===== src/rtl/mul_div_unit.sv =====
// ---------------------------------------------------------------------------
// mul_div_unit
//
// Purpose:
//   Iterative RV64M multiply/divide unit. Multiplies use radix-2 shift-add,
//   divides use radix-2 restoring division, one step per clock (64 steps).
//   Operands are converted to unsigned magnitudes at capture time, and the
//   sign is re-applied when the result is written. Division by zero and
//   signed overflow are resolved at capture and skip the iterative phase.
//
// Optional feature:
//   MULDIV_FAST_MUL_EN - when defined, multiplies (funct3 0-3) use a
//   single-cycle full-width multiplier and go straight to DONE. Divides stay
//   iterative. Results are identical in both builds.
//
// Ports:
//   clk       in   1   rising-edge clock
//   rst_n     in   1   synchronous active-low reset
//   start     in   1   operation request, only sampled in IDLE
//   funct3    in   3   0 MUL, 1 MULH, 2 MULHSU, 3 MULHU, 4 DIV, 5 DIVU,
//                      6 REM, 7 REMU
//   word      in   1   W variant (32-bit operands, sign-extended result)
//   op1_data  in  64   rs1
//   op2_data  in  64   rs2
//   flush     in   1   abort the operation in progress
//   busy      out  1   operation in progress (CALC or DONE)
//   valid     out  1   one-cycle result strobe
//   result    out 64   final result, held until the next valid
// ---------------------------------------------------------------------------
module mul_div_unit (
    input  logic        clk,
    input  logic        rst_n,
    input  logic        start,
    input  logic [2:0]  funct3,
    input  logic        word,
    input  logic [63:0] op1_data,
    input  logic [63:0] op2_data,
    input  logic        flush,
    output logic        busy,
    output logic        valid,
    output logic [63:0] result
);

    typedef enum logic [1:0] {
        IDLE = 2'd0,
        CALC = 2'd1,
        DONE = 2'd2
    } state_t;

    state_t state, next_state;

    logic [2:0]   funct3_q;
    logic         word_q;
    logic         neg_q;
    logic         special_q;
    logic [63:0]  divisor_q;
    logic [127:0] prod_q;
    logic [5:0]   cnt_q;

    // ---------------- capture-side decode ----------------
    logic         is_div;
    logic         signed_a;
    logic         signed_b;
    logic [63:0]  a_ext;
    logic [63:0]  b_ext;
    logic         sign_a;
    logic         sign_b;
    logic [63:0]  a_mag;
    logic [63:0]  b_mag;
    logic         neg_in;
    logic         div_zero;
    logic         div_ovf;
    logic         special_in;
    logic [63:0]  dividend_sx;
    logic [63:0]  special_val;

    always_comb begin
        is_div   = funct3[2];
        signed_a = (funct3 == 3'd1) || (funct3 == 3'd2) ||
                   (funct3 == 3'd4) || (funct3 == 3'd6);
        signed_b = (funct3 == 3'd1) || (funct3 == 3'd4) || (funct3 == 3'd6);

        if (word) begin
            a_ext = signed_a ? {{32{op1_data[31]}}, op1_data[31:0]}
                             : {32'd0, op1_data[31:0]};
            b_ext = signed_b ? {{32{op2_data[31]}}, op2_data[31:0]}
                             : {32'd0, op2_data[31:0]};
        end else begin
            a_ext = op1_data;
            b_ext = op2_data;
        end

        sign_a = signed_a & a_ext[63];
        sign_b = signed_b & b_ext[63];
        // The most negative value negates to itself, which is still the
        // correct unsigned magnitude (2^63).
        a_mag  = sign_a ? (~a_ext + 64'd1) : a_ext;
        b_mag  = sign_b ? (~b_ext + 64'd1) : b_ext;

        // Remainders follow the dividend sign, everything else the xor.
        if (is_div && funct3[1])
            neg_in = sign_a;
        else
            neg_in = sign_a ^ sign_b;

        dividend_sx = word ? {{32{op1_data[31]}}, op1_data[31:0]} : op1_data;

        div_zero = is_div && (word ? (op2_data[31:0] == 32'd0)
                                   : (op2_data == 64'd0));
        div_ovf  = is_div && !funct3[0] &&
                   (word ? ((op1_data[31:0] == 32'h8000_0000) &&
                            (op2_data[31:0] == 32'hFFFF_FFFF))
                         : ((op1_data == 64'h8000_0000_0000_0000) &&
                            (op2_data == 64'hFFFF_FFFF_FFFF_FFFF)));
        special_in = div_zero || div_ovf;

        if (div_zero)
            special_val = funct3[1] ? dividend_sx : 64'hFFFF_FFFF_FFFF_FFFF;
        else
            special_val = funct3[1] ? 64'd0 : dividend_sx;
    end

    // ---------------- one radix-2 step ----------------
    // Multiply keeps {accumulator, multiplier} in prod_q and shifts right.
    // Divide keeps {remainder, quotient/dividend} and shifts left.
    logic [64:0]  mul_sum;
    logic [64:0]  div_shift;
    logic [64:0]  div_diff;
    logic [127:0] step_next;

    always_comb begin
        mul_sum   = prod_q[0] ? ({1'b0, prod_q[127:64]} + {1'b0, divisor_q})
                              : {1'b0, prod_q[127:64]};
        div_shift = prod_q[127:63];
        div_diff  = div_shift - {1'b0, divisor_q};
        if (funct3_q[2]) begin
            if (!div_diff[64])
                step_next = {div_diff[63:0], prod_q[62:0], 1'b1};
            else
                step_next = {div_shift[63:0], prod_q[62:0], 1'b0};
        end else begin
            step_next = {mul_sum, prod_q[63:1]};
        end
    end

    // ---------------- final result formatting ----------------
    logic [127:0] mul_fixed;
    logic [63:0]  mul_sel;
    logic [63:0]  div_raw;
    logic [63:0]  div_sel;
    logic [63:0]  sel;
    logic [63:0]  final_res;

    always_comb begin
        mul_fixed = neg_q ? (~prod_q + 128'd1) : prod_q;
        mul_sel   = (funct3_q == 3'd0) ? mul_fixed[63:0] : mul_fixed[127:64];
        div_raw   = funct3_q[1] ? prod_q[127:64] : prod_q[63:0];
        div_sel   = neg_q ? (~div_raw + 64'd1) : div_raw;
        sel       = funct3_q[2] ? div_sel : mul_sel;
        final_res = word_q ? {{32{sel[31]}}, sel[31:0]} : sel;
    end

    // ---------------- FSM ----------------
    always_ff @(posedge clk) begin
        if (!rst_n)
            state <= IDLE;
        else
            state <= next_state;
    end

    always_comb begin
        next_state = state;
        case (state)
            IDLE: begin
                if (start && !flush) begin
                    if (special_in)
                        next_state = DONE;
`ifdef MULDIV_FAST_MUL_EN
                    else if (!funct3[2])
                        next_state = DONE;
`endif
                    else
                        next_state = CALC;
                end
            end
            CALC: begin
                if (flush)
                    next_state = IDLE;
                else if (cnt_q == 6'd63)
                    next_state = DONE;
            end
            DONE:    next_state = IDLE;
            default: next_state = IDLE;
        endcase
    end

    assign busy = (state != IDLE);

    // ---------------- datapath ----------------
    // valid is registered in DONE, so it is seen the cycle after DONE.
    always_ff @(posedge clk) begin
        if (!rst_n) begin
            funct3_q  <= 3'd0;
            word_q    <= 1'b0;
            neg_q     <= 1'b0;
            special_q <= 1'b0;
            divisor_q <= 64'd0;
            prod_q    <= 128'd0;
            cnt_q     <= 6'd0;
            valid     <= 1'b0;
            result    <= 64'd0;
        end else begin
            valid <= 1'b0;
            case (state)
                IDLE: begin
                    if (start && !flush) begin
                        funct3_q  <= funct3;
                        word_q    <= word;
                        neg_q     <= neg_in;
                        special_q <= special_in;
                        cnt_q     <= 6'd0;
                        divisor_q <= is_div ? b_mag : a_mag;
                        if (special_in)
                            prod_q <= {64'd0, special_val};
`ifdef MULDIV_FAST_MUL_EN
                        else if (!is_div)
                            prod_q <= {64'd0, a_mag} * {64'd0, b_mag};
`endif
                        else
                            prod_q <= {64'd0, is_div ? a_mag : b_mag};
                    end
                end
                CALC: begin
                    if (!flush) begin
                        prod_q <= step_next;
                        cnt_q  <= cnt_q + 6'd1;
                    end
                end
                DONE: begin
                    if (!flush) begin
                        valid  <= 1'b1;
                        result <= special_q ? prod_q[63:0] : final_res;
                    end
                end
                default: ;
            endcase
        end
    end

endmodule

===== config.mk =====
export PLATFORM = sky130hd
export DESIGN_NAME = mul_div_unit
export DESIGN_NICKNAME = d
export VERILOG_FILES = /design/src/rtl/mul_div_unit.sv
export SDC_FILE = /design/constraint.sdc
export NUM_CORES = 2
export LEC_CHECK = 0
export ABC_CLOCK_PERIOD_IN_PS = 6700
export BUFFER_PORTS_ARGS = -buffer_cell sky130_fd_sc_hd__buf_2
export CAP_MARGIN = 5
export CORE_MARGIN = 5
export CORE_UTILIZATION = 35
export CTS_CLUSTER_DIAMETER = 40
export DETAILED_ROUTE_END_ITERATION = 8
export HOLD_SLACK_MARGIN = 0.03
export SYNTH_ARGS = -nofsm -noshare
export SYNTH_HDL_FRONTEND = slang
export SYNTH_SLANG_ARGS = --single-unit

===== constraint.sdc =====
create_clock -name clk -period 6.7 [get_ports clk]
set_input_delay 1.34 -clock clk [delete_from_list [all_inputs] [get_ports clk]]
set_output_delay 1.34 -clock clk [all_outputs]
set_load 0.005 [all_outputs]

==> results.yml <==
setup_path:
  critical_path.max_fanout: 37
  arrival_ns: 6.27
  critPathCaptureType: "flip-flop"
  crit_type: "reg2reg"
  crit_required_ns: 7.22
  start_kind: "flip-flop"
  cp-startpoint: "prod_q[63]"
  r2r-start: "prod_q[63]"
die:
  initial_core_util_pct: 35.25
  io_pins: 202
  die_area_um2: 103700
  num_rows: 114
  die_y_um: 322.1
  die_w_um: 322.1
  core_area_um2: 96710
logic_synthesis:
  synth_area_per_cell_um2: 6.698
  ys_warn_count: 0
  syn-num-nets: 5362
  synth_edf_count: 0
  synthDistinctLibCells: 98
  seq_area_frac_synth_pct: 15.91
  syn_area_um2: 34090
  async_flop_share_pct: 0
  ys_ff_latch: 271
  synth_cells: 5090
  synthFlopType: "dfxtp_1"
clock_tree:
  postCtsResizedCells: 0
  root_buffer: "clkbuf_16"
  numCtsBuffers: 57
  cts_tree: "yes"
  h-tree-depth: 2
  clkTransAtPathRegs_ns: 0.06
  postCtsHoldBufs: 0
  clock-sinks: 271
  worstSkewPairLatency_ns: 0.66
  clk_path_buf_depth: 3
  postCtsSetupRepairBufs: 0
routing:
  vias: 40930
  drt_iter0_markers: 5693
  routed_via_density: 6.440
  ant_nets: 0
  drc_errors: 0
  wl_um: 169900
  drtPass1Iterations: 7
  wl_per_cell_um: 26.74
global_route:
  globalRouteOverflowTotal: 0
  grt_first_pass_wirelength_um: 247600
  grt_antenna_before_repair: 7
  grt_pass1_vias: 37950
  grt_usage_pct: 30.93
  grt_max_degree: 115
place:
  post-dp-hpwl_um: 129600
  io_buffers: 201
  dpl-instance-area_um2: 36120
  place.gp.congestion: 1.034
  place_inst: 6244
layout:
  final-instance-count-excl-fill: 6355
  syn_to_final_growth_pct: 12.17
  drive_gt1_share_pct: 10.82
  most-common-layout-cells: "nand2_1, a21oi_1, nor2_1, o21ai_0, dfxtp_1"
  final_common_cell: "nand2_1"
  nFillCells: 10400
  fin_area_um2: 38240
  fin_nets: 5299
pwr:
  p_leak_nw: 14.54
  ir_drop_mv: 0.1972
  power_density_nw_per_um2: 193.3
timing:
  fin_worst_skew_ns: 0.03232
  relSlewSlack_pct: 17.50
  rsz0062_at_grt: "false"
  fmax_ghz: 0.1739
  tightestPinTransition_ns: 1.233
  hold_ws_ns: 0.4460
  finalCritPeriodShare_pct: 85.82
  slew_viol_final: 0
  finalHoldViolCount: 0
  tns_ns: 0
  min_period_ns: 5.750
  final-setup-viol-count: 0
flow_run:
  maxCapViolCount: 0
worst_hold_path:
  hp-class: "reg2reg"
  min-delay-start: "result[45]"
run_status:
  outcome: "finished clean"
[state kept, by name, indices dropped and copies added (netlist names)]
name,flops
prod_q,128
divisor_q,64
result,64
cnt_q,6
funct3_q,3
state,2
neg_q,1
special_q,1
valid,1
word_q,1
[metal layers]
metal,wire [um],global-route usage (%),part of all wire (%)
met4,11260,16.74,6.6
met3,19960,6.805,12
met2,69510,45.93,41
met5,28,0,0.016
met1,69160,41.73,41
[cell type report]
class,instances,area [um2],share of cell area [%]
antenna,3,7.507,0.01963
clock buffer,65,1518,3.969
clock inverter,43,591.8,1.548
inverter,125,471.7,1.234
multi-input combinational,4229,26500,69.31
sequential,271,5439,14.22
tap,1276,1597,4.175
timing repair buffer,343,2112,5.523
[critical path, cell delays in order, from the launching register on]
cell and delay, ns:
dfxtp_1 0.46, inv_1 0.17, ha_1 0.18, inv_1 0.06, fa_1 0.43, a211oi_1 0.35
o21bai_1 0.18, o41ai_1 0.68, a21oi_1 0.34, a2111o_1 0.57, a21o_1 0.28, o211ai_1 0.37
nand2_2 0.55, buf_4 0.42, a211o_1 0.31, a32o_1 0.25
[synth_stat cells (21+ instances only)]
cell type,number,area (um2)
nand2_1,618,2320
a21oi_1,529,2648
nor2_1,404,1516
clkbuf_1,402,1509
o21ai_0,370,1852
dfxtp_1,271,5425
nor3_1,185,925.9
xnor2_1,168,1471
mux2i_1,164,1642
xor2_1,146,1279
ha_1,134,1677
inv_1,122,457.9
nand3_1,117,585.6
o211ai_1,114,855.8
a211oi_1,87,653.1
a31oi_1,79,494.2
a21o_1,73,548.0
o31ai_1,70,525.5
or3_1,70,437.9
nand4_1,62,387.9
nor4_1,55,344.1
nor2b_1,45,281.5
a22o_1,43,376.6
o21a_1,43,322.8
o21ai_1,42,210.2
buf_1,41,153.9
nand2b_1,37,231.5
or4_1,35,262.8
o21bai_1,34,255.2
and3_1,28,175.2
and2_1,27,168.9
o41ai_1,27,236.5
a221oi_1,25,219.0
o221ai_1,24,210.2
o311ai_0,23,201.4
a32o_1,22,220.2
o22ai_1,22,137.6
a311oi_1,21,183.9
[worst paths after layout]
path / to / slack [ns] / cells past startpoint
setup / recovery: prod_q[67] / 0.95 / 15
setup reg to reg: prod_q[67] / 0.95 / 15
hold reg to reg: result[45] / 0.45 / 2
hold / removal: result[45] / 0.45 / 2
[metrics by stage]
stage / utilization [%] / power, W / setup WS [ns]
floorplan: - / 0.003351 / 0.4730
global placement: 37.34 / 0.004184 / 0.9236
detailed placement: 37.35 / 0.004188 / 1.099
CTS: 39.53 / 0.007323 / 1.080
global route: 39.54 / 0.007660 / 0.7342
finish: 39.54 / 0.007393 / 0.9499
[cell families after synthesis]
logic type,share of synthesized area [%]
compound gates,33.79
simple gates,25.16
buf+inv,6.591
xor+xnor,8.067
flops,15.91
mux,5.443
fa+ha+maj,5.035
[where the power goes]
group	total (W)	switching [W]	leakage [nW]	internal (W)
clock	0.00313	0.00115	1.02	0.00198
sequential	0.00182	0.000143	2.21	0.00168
combinational	0.00244	0.00162	11.3	0.000815
Note: power is estimated with default switching activity, not from simulation.
